<file path="src/rtl/data_mover_burst_pkg.sv">
// Shared definitions for the burst RAM->FIFO mover: FSM encoding, mode
// constants and the small sizing helpers used by the top and tick divider.
package data_mover_burst_pkg;

    typedef enum logic [1:0] {
        ST_IDLE  = 2'd0,
        ST_ISSUE = 2'd1,
        ST_WAIT  = 2'd2,
        ST_PUSH  = 2'd3
    } state_t;

    localparam logic MODE_WRAP    = 1'b0;
    localparam logic MODE_ONESHOT = 1'b1;

    // Clock cycles between update ticks.
    function automatic int calc_tick_div(input int clk_freq, input int update_period);
        return clk_freq / update_period;
    endfunction

    // Bits needed to hold any value 0..max_value (never less than one bit).
    function automatic int cnt_width(input int max_value);
        return (max_value < 2) ? 1 : $clog2(max_value + 1);
    endfunction

endpackage

</file>
<file path="src/rtl/data_mover_burst_tick_gen.sv">
// Tick divider: counts enabled cycles 0..DIV-1 and flags the last one.
// The count freezes while enable is low, so a pause stretches the period.
module data_mover_burst_tick_gen
    import data_mover_burst_pkg::*;
#(
    parameter int DIV = 10
) (
    input  logic clock,
    input  logic rstn,
    input  logic enable,
    output logic tick
);

    localparam int CW = cnt_width(DIV - 1);

    logic [CW-1:0] tick_cnt_reg;

    // Gate with enable so a frozen count at DIV-1 does not tick every cycle.
    assign tick = enable && (tick_cnt_reg == CW'(DIV - 1));

    // Free-running divider that only advances while enabled.
    always_ff @(posedge clock) begin
        if (!rstn) begin
            tick_cnt_reg <= '0;
        end else if (enable) begin
            if (tick) begin
                tick_cnt_reg <= '0;
            end else begin
                tick_cnt_reg <= tick_cnt_reg + 1'b1;
            end
        end
    end

endmodule

</file>
<file path="src/rtl/data_mover_burst.sv">
// Burst mover: on each tick copies BURST_LEN words from a synchronous RAM
// window [start_addr..end_addr] into a FIFO, stalling on fifo_full.
// ram_addr always mirrors the read pointer, so the address is already on
// the RAM port during ISSUE and WAIT only needs RAM_LATENCY cycles.
module data_mover_burst
    import data_mover_burst_pkg::*;
#(
    parameter int DATA_W        = 16,
    parameter int ADDR_W        = 5,
    parameter int CLK_FREQ      = 500,
    parameter int UPDATE_PERIOD = 50,
    parameter int BURST_LEN     = 4,
    parameter int RAM_LATENCY   = 1
) (
    input  logic              clock,
    input  logic              rstn,
    input  logic              enable,
    input  logic              mode,
    input  logic [ADDR_W-1:0] start_addr,
    input  logic [ADDR_W-1:0] end_addr,
    output logic [ADDR_W-1:0] ram_addr,
    input  logic [DATA_W-1:0] ram_data_in,
    output logic [DATA_W-1:0] fifo_data_out,
    output logic              fifo_wrreq,
    input  logic              fifo_full,
    output logic              busy,
    output logic              done,
    output logic              overrun
);

    localparam int TICK_DIV = calc_tick_div(CLK_FREQ, UPDATE_PERIOD);
    localparam int BEAT_W   = cnt_width(BURST_LEN);
    localparam int LAT_W    = cnt_width(RAM_LATENCY);

    state_t            state_reg;
    logic [ADDR_W-1:0] ptr_reg;
    logic [BEAT_W-1:0] beat_cnt_reg;
    logic [BEAT_W-1:0] beat_next;
    logic [LAT_W-1:0]  lat_cnt_reg;
    logic [DATA_W-1:0] hold_reg;
    logic              pending_reg;
    logic              done_reg;
    logic              overrun_reg;
    logic              tick;
    logic              consume;
    logic              at_end;

    data_mover_burst_tick_gen #(
        .DIV (TICK_DIV)
    ) u_tick_gen (
        .clock  (clock),
        .rstn   (rstn),
        .enable (enable),
        .tick   (tick)
    );

    // A queued burst is taken only from IDLE, while running and not finished.
    assign consume   = (state_reg == ST_IDLE) && pending_reg && enable && !done_reg;
    assign at_end    = (ptr_reg == end_addr);
    assign beat_next = beat_cnt_reg + 1'b1;

    assign ram_addr      = ptr_reg;
    assign fifo_data_out = hold_reg;
    // Write strobe follows fifo_full directly so it can never hit a full FIFO.
    assign fifo_wrreq    = (state_reg == ST_PUSH) && !fifo_full;
    assign busy          = (state_reg != ST_IDLE);
    assign done          = done_reg;
    assign overrun       = overrun_reg;

    // One-deep tick queue; a tick landing on a still-queued burst is dropped
    // and flagged. A tick coinciding with the queue being taken is kept.
    always_ff @(posedge clock) begin
        if (!rstn) begin
            pending_reg <= 1'b0;
            overrun_reg <= 1'b0;
        end else begin
            overrun_reg <= tick && pending_reg && !consume;
            pending_reg <= tick || (pending_reg && !consume);
        end
    end

    // Burst sequencer: fetch one word, wait for RAM data, push it, repeat.
    always_ff @(posedge clock) begin
        if (!rstn) begin
            state_reg    <= ST_IDLE;
            ptr_reg      <= start_addr;
            beat_cnt_reg <= '0;
            lat_cnt_reg  <= '0;
            hold_reg     <= '0;
            done_reg     <= 1'b0;
        end else begin
            unique case (state_reg)
                ST_IDLE: begin
                    if (consume) begin
                        state_reg    <= ST_ISSUE;
                        beat_cnt_reg <= '0;
                    end
                end
                ST_ISSUE: begin
                    lat_cnt_reg <= LAT_W'(RAM_LATENCY);
                    state_reg   <= ST_WAIT;
                end
                ST_WAIT: begin
                    lat_cnt_reg <= lat_cnt_reg - 1'b1;
                    if (lat_cnt_reg == LAT_W'(1)) begin
                        hold_reg  <= ram_data_in;
                        state_reg <= ST_PUSH;
                    end
                end
                ST_PUSH: begin
                    if (!fifo_full) begin
                        beat_cnt_reg <= beat_next;
                        if (at_end) begin
                            ptr_reg <= start_addr;
                        end else begin
                            ptr_reg <= ptr_reg + 1'b1;
                        end
                        if (at_end && (mode == MODE_ONESHOT)) begin
                            done_reg  <= 1'b1;
                            state_reg <= ST_IDLE;
                        end else if ((beat_next == BEAT_W'(BURST_LEN)) || !enable) begin
                            state_reg <= ST_IDLE;
                        end else begin
                            state_reg <= ST_ISSUE;
                        end
                    end
                end
                default: state_reg <= ST_IDLE;
            endcase
        end
    end

endmodule

</file>
<file path="config.mk">
export PLATFORM = sky130hd
export DESIGN_NAME = data_mover_burst
export DESIGN_NICKNAME = d
export VERILOG_FILES = /design/src/rtl/data_mover_burst_pkg.sv /design/src/rtl/data_mover_burst_tick_gen.sv /design/src/rtl/data_mover_burst.sv
export SDC_FILE = /design/constraint.sdc
export NUM_CORES = 1
export LEC_CHECK = 0
export ABC_AREA = 1
export CORE_ASPECT_RATIO = 1.75
export CORE_MARGIN = 2
export CORE_UTILIZATION = 44
export DETAILED_ROUTE_END_ITERATION = 10
export PLACE_DENSITY = 0.78
export RECOVER_POWER = 25
export SLEW_MARGIN = 10
export SYNTH_ARGS = -nofsm -noshare
export SYNTH_HDL_FRONTEND = slang
export SYNTH_SLANG_ARGS = --single-unit
</file>
<file path="constraint.sdc">
create_clock -name clock -period 1.9 [get_ports clock]
set_clock_uncertainty 0.05 [all_clocks]
set_input_delay 0.285 -clock clock [delete_from_list [all_inputs] [get_ports clock]]
set_output_delay 0.285 -clock clock [all_outputs]
set_load 0.03 [all_outputs]
</file>
[Yosys cells after proc, flatten, opt, wreduce, memory -nomap -nowiden]
Index checks and enable logic that the tools add are counted.
Storage, ports and cells
  bits of input ports: 31
  output and inout port bits: 25
  flip-flop bits (word level): 34
  logic and storage cells: 64
Operators by class
  mux-type cells: 15
  bitwise operators: 1
  $add $sub $neg: 4
  equality and inequality tests: 11
  reduce and logical (&&, ||, !) cells: 24
Operators with widths (number)
  two-way mux 5 bit: 4
  logical AND 1 bit: 9
  AND reduction 3 bit: 3
  != test 2 bit (second input constant): 4
  one-hot mux 2 bit (4 select lines): 1
  two-way mux 2 bit: 3
  two-way mux 3 bit: 2
  one-hot mux 3 bit (2 select lines): 1
  nonzero test 2 bit: 3
  adder 5 x 1 -> 5 bit (second input constant): 1
  == test 5 bit: 1
  adder 4 x 1 -> 4 bit (second input constant): 1
  == test 2 bit (second input constant): 2
  == test 4 bit (second input constant): 1
  zero test 1 bit: 4
  two-way mux 4 bit: 1
  AND reduction 2 bit: 2
  adder 3 x 1 -> 3 bit (second input constant): 1
  == test 3 bit (second input constant): 1
  == test 2 x 1 -> 1 bit (second input constant): 1
  zero test 2 bit: 1
  logical OR 1 bit: 2
  two-way mux 1 bit: 2
  != test 2 x 1 -> 1 bit (second input constant): 1
  other kinds (3): 3

[Logic depth before layout (Yosys ltp)]
  depth in word-level cells: 7
  mapped depth: 10

[Hierarchy]
A second synthesis with hierarchy kept.
Unflattened totals
  cell total of the unflattened synthesis: 214
  area, all modules: 1627.8 µm²
By module, submodules not included
  data_mover_burst: cells an instance 182, area each 1405.1 µm², times used 1, seq. area each 650.6 µm²
  data_mover_burst_tick_gen: cells an instance 32, area each 222.7 µm², times used 1, seq. area each 80.1 µm²

[Worst setup path before layout]
OpenSTA, ideal clock, no wires.
  path type: flip-flop to flip-flop
  from: register ptr_reg[3], in the netlist ram_addr[3]
  to: register ptr_reg[3], in the netlist ram_addr[3] (data pin)
  stages on the path, launching flop included: 9
  slack: 0.344 ns
  buffers on the path: 0
  data arrival time: 1.253 ns
  setup time: 0.253 ns
  data required time: 1.597 ns
  cells stage by stage: edfxtp_1 nand2_1 nand2_1 nor2_2 nand3_2 nand2_4 inv_4 o21ai_1 inv_1
On the way
  longest elaborated chain between the ends: 5
  elaborated cells between the ends (all ways): 6
  classes of those cells: 1 x add/sub; 1 x eq/ne; 4 x mux
Ends and longest elaborated chain
  from (decl): RTL line data_mover_burst.sv:36  | logic [ADDR_W-1:0] ptr_reg;
  from (signal assigned): RTL line data_mover_burst.sv:86  | ptr_reg <= start_addr;
  from (signal assigned): RTL line data_mover_burst.sv:114  | ptr_reg <= start_addr;
  from (signal assigned): RTL line data_mover_burst.sv:116  | ptr_reg <= ptr_reg + 1'b1;
  adder 5 x 1 -> 5 bit or == test 5 bit (tied branches): RTL line data_mover_burst.sv:116, data_mover_burst.sv:59
  two-way mux 5 bit *: RTL line data_mover_burst.sv:113  | if (at_end) begin
  two-way mux 5 bit *: RTL line data_mover_burst.sv:111  | if (!fifo_full) begin
  two-way mux 5 bit *: RTL line data_mover_burst.sv:92  | unique case (state_reg)
  two-way mux 5 bit *: RTL line data_mover_burst.sv:84  | if (!rstn) begin
Every way passes the cells marked *; elsewhere a longest branch is shown, timed or not. The select of a mux whose other input is x is not followed.
A chain may end at the register's enable or synchronous reset.

[Worst setup path after layout]
  from: register ptr_reg[2], in the netlist ram_addr[2]
  to: output port ram_addr[2]
RTL lines
  to (decl): RTL line data_mover_burst.sv:21  | output logic [ADDR_W-1:0] ram_addr,
No word-level cell between the ends.

==> summary.txt <==
Outcome
  – Status: completed

Clock network
  – Clock root buffer: clkbuf_8
  – CTS clock-pin slew for the worst setup and hold paths: roughly 70 ps
  – # clock sinks: 34
  – Total CTS buffers: 5
  – Max clock buf depth: 2
  – Depth of the CTS H-tree: 2
  – Post-CTS Hold Fix Bufs: 0
  – CTS tree: yes
  – Clk_lat worst skew: 280 ps

Detailed routing
  – M1 WL: ~1300 um
  – Met2 Wirelength: between 1500 and 2000 um
  – Post-DR vias/cell: about 4.7
  – Vias: 1479
  – Drt drc: 0
  – DR pass1 iterations: 4
  – Top Layer Used: met4
  – Met3 wire length: between 150 and 200 um
  – Post-Route WL: around 3500 um
  – Drt initial violations: 14
  – Wirelength per Cell: 11.0 um
  – Post-DRT Antenna Nets: 0

STA
  – Setup TNS: 0 ps
  – Final Cycle Share: 0.961
  – Final hold vios: 0
  – Hold_ws: 430 ps
  – Worst-Margin Slew: 709 ps
  – RSZ-0062 raised after global routing: false
  – Slew margin rel.: 0.522
  – Max Slew Vio Count: 0
  – Setup violations, final: 0
  – FMAX: roughly 550 MHz
  – Minimum clock period: between 1500 and 2000 ps

Worst setup path
  – Peak fanout along the critical path: 6
  – CP Capture Type: output port
  – Worst path cell trace: clkdlybuf4s50_1
  – WP buf/inv: 1
  – R2R setup slack: 230 ps
  – Crit-path slowest cell: clkdlybuf4s50_1
  – Kind of critical path: flop to output port
  – Family with the most delay on the worst path: buffers and inverters
  – Crit path from: ram_addr[2]
  – Req. time, crit path: approximately 1600 ps
  – Largest stage delay on the critical path: about 730 ps
  – Critical R2R Launch: ram_addr[2]
  – Crit path DAT: between 1000 and 1500 ps
  – CP Launch Type: flop

Pwr
  – Worst vdd ir: just over 0.6 mV
  – Leak: slightly below 0.001 uW
  – Power per Cell Area: 867 mW/mm^2

Floorplan
  – Number of core rows: 29
  – Initial Util: 0.451
  – Die height: ~84 um
  – Chip width: between 40 and 50 um
  – Io pins: 56
  – Die ar.: roughly 0.0042 mm^2
  – Core area: 0.00356 mm^2

Finish
  – Most frequent cells in the layout: clkdlybuf4s50_1 (50), nor2_1 (39), nand2_1 (38)
  – Max reg flops: 16
  – Final core utilization: 0.641
  – Area delta synth->final: 41.9%
  – Antenna Cells: 0
  – Most common cell after layout, fill and taps aside: clkdlybuf4s50_1
  – Final #Nets: slightly above 300
  – Finished Layout Cells: 315
  – Share of cells above drive strength 1: 0.0632
  – Fillers: about 320

Synth
  – Synth unique cells: 29
  – Mapped Nets: roughly 250
  – #FFs+latches synth: 34
  – Syn avg cell area: roughly 7.7 um^2
  – Synth warn: 0
  – Sequential-to-total area share from yosys stat: 0.455
  – Mapped cell area: 0.00161 mm^2
  – Synth Instances: roughly 210

GRT
  – Global-route wire length before repair: a little over 6000 um
  – Overall Global Routing Usage: 0.190
  – Vias in the first global route: 1477
  – Largest net degree at the start of global routing: 24
  – Global route overflow: 0
  – Initial antenna violation count: 0

Place
  – Gpl congestion: between 0.8 and 0.9
  – Count of buffers from port buffering: 55
  – DP Wirelength: approximately 2700 um
  – Post-Place Cells: between 300 and 400

Flow run
  – Number of max-cap violations: 0

Worst hold path
  – Worst min-delay path class: flop to flop
  – Hold path start: beat_cnt_reg[2]
path summary, 6_finish.rpt:
path | end | cells past startpoint
max | ram_addr[2] | 1
min | beat_cnt_reg[2] | 2
max reg2reg | ram_addr[4] | 8
min reg2reg | beat_cnt_reg[2] | 2
power by group:
part,switching (uW),internal (uW),total (uW)
Clock,242,292,534
Combinational,323,252,575
Sequential,56.2,810,866
synth_stat cells:
master	count	area [um^2]
nand2_1	37	139
a31oi_1	1	6.26
dfxtp_1	29	581
nor3_1	1	5.00
nand3_1	6	30.0
inv_1	19	71.3
buf_2	1	5.00
clkinv_1	2	7.51
inv_2	3	11.3
o22ai_1	1	6.26
nand3_2	1	10.0
inv_4	1	6.26
ha_1	9	113
buf_4	1	7.51
a21oi_2	1	8.76
o21ai_1	4	20.0
and3_1	1	6.26
nand2_4	1	11.3
edfxtp_1	5	150
nor2_2	3	18.8
buf_1	1	3.75
xnor2_1	2	17.5
nand3b_4	1	20.0
clkbuf_1	2	7.51
o21ai_0	23	115
a21oi_1	8	40.0
nand4_1	3	18.8
nor2_1	38	143
xor2_1	3	26.3
metrics by stage:
step	power (uW)	area, um^2	worst slack, ps
final	1980	2280	73.6
after global routing	2100	2280	20.4
after CTS	2010	2300	59.5
after detailed placement	1480	2210	76.0
after global placement	1460	2210	109
after floorplan	1230	1610	344
area by class of cell:
cell class / count / area, um^2 / share of cell area
Multi-Input combinational cell: 144 / 739 / 0.325
Clock buffer: 7 / 86.3 / 0.0379
Clock inverter: 1 / 5.00 / 0.00220
Tap cell: 46 / 57.6 / 0.0253
Sequential cell: 34 / 731 / 0.321
Timing Repair Buffer: 58 / 563 / 0.247
Inverter: 25 / 96.3 / 0.0423
kinds of logic (layout without fill, tap and decap cells):
family          count (synthesis)  count (layout)  share of synthesized area
xor+xnor                        5               5                     0.0273
fa+ha+maj                       9               9                     0.0701
flops                          34              34                      0.455
simple gates                   92              92                      0.250
buf+inv                        30              91                     0.0748
compound gates                 38              38                      0.122
per-layer routing:
metal	up-vias	track usage
li1	782	-
met5	-	0
met4	0	0.0909
met1	653	0.176
met2	40	0.368
met3	4	0.0412
timing repair:
action	in CTS	in global routing
gates resized for setup	1	0
buffers inserted	0	0
endpoints found under the setup margin	1	0
Note: power is estimated with default switching activity, not from simulation.
